===== src/rtl/message_printer_pkg.sv =====
// Shared types and default parameters for the message sequencer that feeds
// ROM bytes to the UART transmitter.
package message_printer_pkg;

  localparam int             MSG_LEN_DEFAULT      = 14;
  localparam int             ADDR_W_DEFAULT       = 4;
  localparam logic [7:0]     TRIGGER_CHAR_DEFAULT = 8'h68;  // "h"

  typedef enum logic [1:0] {
    IDLE  = 2'd0,
    FETCH = 2'd1,
    SEND  = 2'd2
  } state_t;

endpackage


===== src/rtl/message_printer_if.sv =====
// Bundle of receiver, transmitter, ROM and status signals around the printer.
// master = the printer itself; slave = the surrounding UART/ROM environment.
interface message_printer_if #(
  parameter int ADDR_W = 4
) ();

  logic [7:0]        rx_data;
  logic              new_rx_data;
  logic              tx_busy;
  logic              tx_block;
  logic [ADDR_W-1:0] rom_addr;
  logic [7:0]        rom_data;
  logic [7:0]        tx_data;
  logic              new_tx_data;
  logic              busy;
  logic              msg_done;

  modport master (
    input  rx_data, new_rx_data, tx_busy, tx_block, rom_data,
    output rom_addr, tx_data, new_tx_data, busy, msg_done
  );

  modport slave (
    output rx_data, new_rx_data, tx_busy, tx_block, rom_data,
    input  rom_addr, tx_data, new_tx_data, busy, msg_done
  );

endinterface


===== src/rtl/message_printer.sv =====
// Waits for the trigger byte, then walks the external ROM from address 0 to
// MSG_LEN-1, strobing each byte into the transmitter when it is free.
module message_printer
  import message_printer_pkg::*;
#(
  parameter int         MSG_LEN      = MSG_LEN_DEFAULT,
  parameter int         ADDR_W       = ADDR_W_DEFAULT,
  parameter logic [7:0] TRIGGER_CHAR = TRIGGER_CHAR_DEFAULT
) (
  input  logic              clk,
  input  logic              rst,
  message_printer_if.master bus
);

  localparam logic [ADDR_W-1:0] LAST_ADDR = ADDR_W'(MSG_LEN - 1);

  state_t            state_reg,   state_next;
  logic [ADDR_W-1:0] addr_reg,    addr_next;
  logic [7:0]        tx_data_reg, tx_data_next;
  logic              new_tx_reg,  new_tx_next;
  logic              done_reg,    done_next;

  logic tx_stalled;
  assign tx_stalled = bus.tx_busy | bus.tx_block;

  always_ff @(posedge clk) begin
    if (rst) begin
      state_reg   <= IDLE;
      addr_reg    <= '0;
      tx_data_reg <= 8'h00;
      new_tx_reg  <= 1'b0;
      done_reg    <= 1'b0;
    end else begin
      state_reg   <= state_next;
      addr_reg    <= addr_next;
      tx_data_reg <= tx_data_next;
      new_tx_reg  <= new_tx_next;
      done_reg    <= done_next;
    end
  end

  always_comb begin
    state_next   = state_reg;
    addr_next    = addr_reg;
    tx_data_next = tx_data_reg;
    new_tx_next  = 1'b0;
    done_next    = 1'b0;
    case (state_reg)
      IDLE: begin
        addr_next = '0;
        if (bus.new_rx_data && (bus.rx_data == TRIGGER_CHAR)) begin
          state_next = FETCH;
        end
      end
      // One cycle for the ROM read and for tx_busy to rise after a strobe.
      FETCH: state_next = SEND;
      SEND: begin
        if (!tx_stalled) begin
          tx_data_next = bus.rom_data;
          new_tx_next  = 1'b1;
          if (addr_reg == LAST_ADDR) begin
            done_next  = 1'b1;
            addr_next  = '0;
            state_next = IDLE;
          end else begin
            addr_next  = addr_reg + 1'b1;
            state_next = FETCH;
          end
        end
      end
      default: state_next = IDLE;
    endcase
  end

  assign bus.rom_addr    = addr_reg;
  assign bus.tx_data     = tx_data_reg;
  assign bus.new_tx_data = new_tx_reg;
  assign bus.msg_done    = done_reg;
  assign bus.busy        = (state_reg != IDLE);

endmodule


===== src/flat_wrapper.sv =====
// flat-port wrapper written by rule: the top's interface ports become plain ports
module message_printer_flat import message_printer_pkg::*;
#(
  parameter int         MSG_LEN      = MSG_LEN_DEFAULT,
  parameter int         ADDR_W       = ADDR_W_DEFAULT,
  parameter logic [7:0] TRIGGER_CHAR = TRIGGER_CHAR_DEFAULT
)
  (clk, rst, bus_rx_data, bus_new_rx_data, bus_tx_busy, bus_tx_block, bus_rom_data, bus_rom_addr, bus_tx_data, bus_new_tx_data, bus_busy, bus_msg_done);
  message_printer_if #(.ADDR_W(ADDR_W)) bus_i ();
  input  logic clk;
  input  logic rst;
  input wire logic [$bits(bus_i.rx_data)-1:0] bus_rx_data;
  input wire logic [$bits(bus_i.new_rx_data)-1:0] bus_new_rx_data;
  input wire logic [$bits(bus_i.tx_busy)-1:0] bus_tx_busy;
  input wire logic [$bits(bus_i.tx_block)-1:0] bus_tx_block;
  input wire logic [$bits(bus_i.rom_data)-1:0] bus_rom_data;
  output wire logic [$bits(bus_i.rom_addr)-1:0] bus_rom_addr;
  output wire logic [$bits(bus_i.tx_data)-1:0] bus_tx_data;
  output wire logic [$bits(bus_i.new_tx_data)-1:0] bus_new_tx_data;
  output wire logic [$bits(bus_i.busy)-1:0] bus_busy;
  output wire logic [$bits(bus_i.msg_done)-1:0] bus_msg_done;
  assign bus_i.rx_data = bus_rx_data;
  assign bus_i.new_rx_data = bus_new_rx_data;
  assign bus_i.tx_busy = bus_tx_busy;
  assign bus_i.tx_block = bus_tx_block;
  assign bus_i.rom_data = bus_rom_data;
  assign bus_rom_addr = bus_i.rom_addr;
  assign bus_tx_data = bus_i.tx_data;
  assign bus_new_tx_data = bus_i.new_tx_data;
  assign bus_busy = bus_i.busy;
  assign bus_msg_done = bus_i.msg_done;
  message_printer #(.MSG_LEN(MSG_LEN), .ADDR_W(ADDR_W), .TRIGGER_CHAR(TRIGGER_CHAR)) u_core (.clk(clk), .rst(rst), .bus(bus_i));
endmodule

===== config.mk =====
export PLATFORM = sky130hd
export DESIGN_NAME = message_printer_flat
export DESIGN_NICKNAME = d
export VERILOG_FILES = /design/src/rtl/message_printer_pkg.sv /design/src/rtl/message_printer_if.sv /design/src/rtl/message_printer.sv /design/src/flat_wrapper.sv
export SDC_FILE = /design/constraint.sdc
export NUM_CORES = 1
export LEC_CHECK = 0
export CELL_PAD_IN_SITES_DETAIL_PLACEMENT = 1
export CELL_PAD_IN_SITES_GLOBAL_PLACEMENT = 1
export CORE_MARGIN = 3
export CORE_UTILIZATION = 28
export CTS_CLUSTER_SIZE = 40
export DETAILED_ROUTE_END_ITERATION = 16
export GPL_TIMING_DRIVEN = 1
export PLACE_DENSITY_LB_ADDON = 0.12
export SETUP_SLACK_MARGIN = 0.5
export SLEW_MARGIN = 20
export SYNTH_ARGS = -nofsm -noshare
export SYNTH_HDL_FRONTEND = slang
export SYNTH_SLANG_ARGS = --single-unit

===== constraint.sdc =====
create_clock -name clk -period 4.1 [get_ports clk]
set_input_delay 1.025 -clock clk [delete_from_list [all_inputs] [get_ports clk]]
set_output_delay 1.025 -clock clk [all_outputs]
set_load 0.1 [all_outputs]

==> impl_metrics.toml <==
[status]
status = "finished clean"

[place]
place_congestion = 0.655
dp_hpwl_microns = 1360
port_buffers = 35

[clock_network]
cts_sinks = 16
cts.clk_slew.worst_paths_ns = 0.09
cts-root-buf = "clkbuf_4"
cts-resized-gates = 0
postCtsSetupBuffers = 0
ctsHoldBuffers = 0
cts_htree_levels = 1
clk_latency_ns = 0.29
clockBufferDepth = 2
cts_tree = "built"
cts_made_buffers = 3

[grt]
grt_pass1_wl_microns = 2780
grtUsageTotal = 0.135
grt_pass1_vias = 667
grt_max_degree = 17
antenna_found_initial = 0
overflow = 0

[floorplan]
dieArea_sq_um = 3030
coreArea_sq_um = 2250
fp.dieH_microns = 55.1
die_x_microns = 55.1
io_pins = 36
rows = 17
start_util = 0.299

[cells_and_area]
n_fill_cell = 284
drive_gt1_frac = 0.0593
area_delta_synth_final_pct = 61.6
n_antenna_cell = 0
fin_nets = 142
multi_input_area_sq_um = 333
largest_reg_flops = 8
seq_area_sq_um = 320

[sta]
finalSetupViolCount = 0
relSlewSlack = 0.353
max_freq_mhz = 320
worst_pin_slew_ns = 0.968
hold_viol_final = 0
rsz0062_at_grt = "false"
fin_skew_ns = 0.000647
fin_crit_ns = 3.12
setup_tns_ns = 0
whs_ns = 0.458
drv_slew = 0
final.period_utilization = 0.762

[power_and_ir_drop]
ir_drop_v = 0.000175
swShare = 0.205
pwr-share-comb = 0.083
static-leakage-power_uw = 0.000356
clkPwrFrac = 0.373
seq_power_share = 0.544
p_switching_uw = 58.4
cellPowerDensity_nw_per_um2 = 262
p_int_uw = 227

[logic_synthesis]
ys_seq_area_frac = 0.475
yosys_warnings = 0
syn_area_sq_um = 674
synth.avg_cell_area_sq_um = 8.13
ys_seq_elements = 16
synth_cell_type_count = 23
synthCells = 83
synth_fp_nets = 106

[worst_setup_path]
crit_fanout = 8
required_ns = 3.07
crit_arrival_ns = 2.10
cp-end-kind = "primary output"
start_kind = "flop"
crit_type = "flop to primary output"

[drt]
routed_wl_microns = 1830
firstDrtPassIters = 3
drc = 0
via_per_inst = 4.97
vias = 725
drt_iter0_drc = 1
ant_nets = 0
routedWlPerCell_microns = 12.5

[job]
drv_cap = 0

[min_path]
min_path_type = "flop to flop"
-- per-stage QoR --
stage | setup WS [ns] | cells | total power (uW) | utilization | cell area, sq um
6_report | 0.976 | 146 | 286 | 0.483 | 1090
5_1_grt | 0.893 | 146 | 296 | 0.483 | 1090
4_1_cts | 0.954 | 146 | 291 | 0.483 | 1090
3_5_place_dp | 1.01 | 142 | 183 | 0.467 | 1050
3_3_place_gp | 1.06 | 142 | 183 | 0.467 | 1050
2_1_floorplan | 1.77 | 83 | 163 | - | 674
-- cell type report --
cell class / instances / share of cell area
Clock buffer: 4 / 0.0333
Tap cell: 28 / 0.0321
Inverter: 2 / 0.00689
Multi-Input combinational cell: 60 / 0.305
Timing Repair Buffer: 36 / 0.328
Sequential cell: 16 / 0.294
-- logic make-up after synthesis --
group,Yosys count,synth area share
AND/OR/NAND/NOR,39,0.295
AO/OA/AOI/OAI,19,0.152
flip-flops,16,0.475
buffers and inverters,7,0.0408
adder cells (fa/ha/maj),2,0.0371
-- cell usage after synthesis, drive strengths merged --
cell | n | area (sq um)
nor4b | 2 | 17.5
inv | 2 | 7.51
ha | 2 | 25.0
a211oi | 1 | 7.51
or2b | 1 | 7.51
nor3 | 1 | 5.00
o211ai | 1 | 7.51
nand4 | 1 | 6.26
clkbuf | 5 | 20.0
o21ai | 1 | 5.00
nor2 | 3 | 11.3
nor4bb | 1 | 10.0
a31oi | 2 | 12.5
or2 | 1 | 6.26
or4b | 1 | 10.0
dfxtp | 16 | 320
nand3b | 2 | 15.0
nor2b | 1 | 6.26
nand3 | 5 | 25.0
a21oi | 14 | 70.1
nand2 | 19 | 71.3
or4 | 1 | 7.51
-- layout by cell type, fill, tap and decap left out, types with 2 or more instances in the layout --
master,synthesis,routed
inv_1,2,2
nand3b_1,2,2
nand2_1,19,19
ha_1,2,2
a31oi_1,2,2
dfxtp_1,16,16
clkdlybuf4s50_1,0,35
a21oi_1,14,14
nand3_1,5,5
clkbuf_4,0,3
nor2_1,3,3
-- path summary, 6_finish.rpt --
kind | start | end | slack (ns) | cells after the start
max | u_core.state_reg[0] | bus_busy | 0.98 | 2
min | u_core.bus.tx_data[6] | u_core.bus.tx_data[6] | 0.46 | 2
max reg2reg | u_core.state_reg[0] | u_core.bus.rom_addr[3] | 2.11 | 3
min reg2reg | u_core.bus.tx_data[6] | u_core.bus.tx_data[6] | 0.46 | 2
-- power by group through the flow --
stage / clock network (uW) / registers [uW] / logic [uW]
after floorplan: 0 / 159 / 3.66
after global placement: 0 / 159 / 23.7
after detailed placement: 0 / 159 / 23.8
after CTS: 112 / 155 / 23.9
after global routing: 116 / 155 / 25.1
final: 107 / 155 / 23.7
-- worst max-delay path, cell delays in order (launching register included) --
cell and delay (ns):
dfxtp_1 0.47, or2_2 0.20, clkdlybuf4s50_1 1.13
-- metal layers --
metal  part of all wire  vias to the layer above  global-route usage
met4              0.024                        0              0.0850
met5                  0                        -                   0
met2               0.48                       24               0.220
met1               0.43                      339               0.145
met3              0.066                        4              0.0509
li1                   -                      358                   -
No activity file was read; power rests on OpenSTA's default activity.
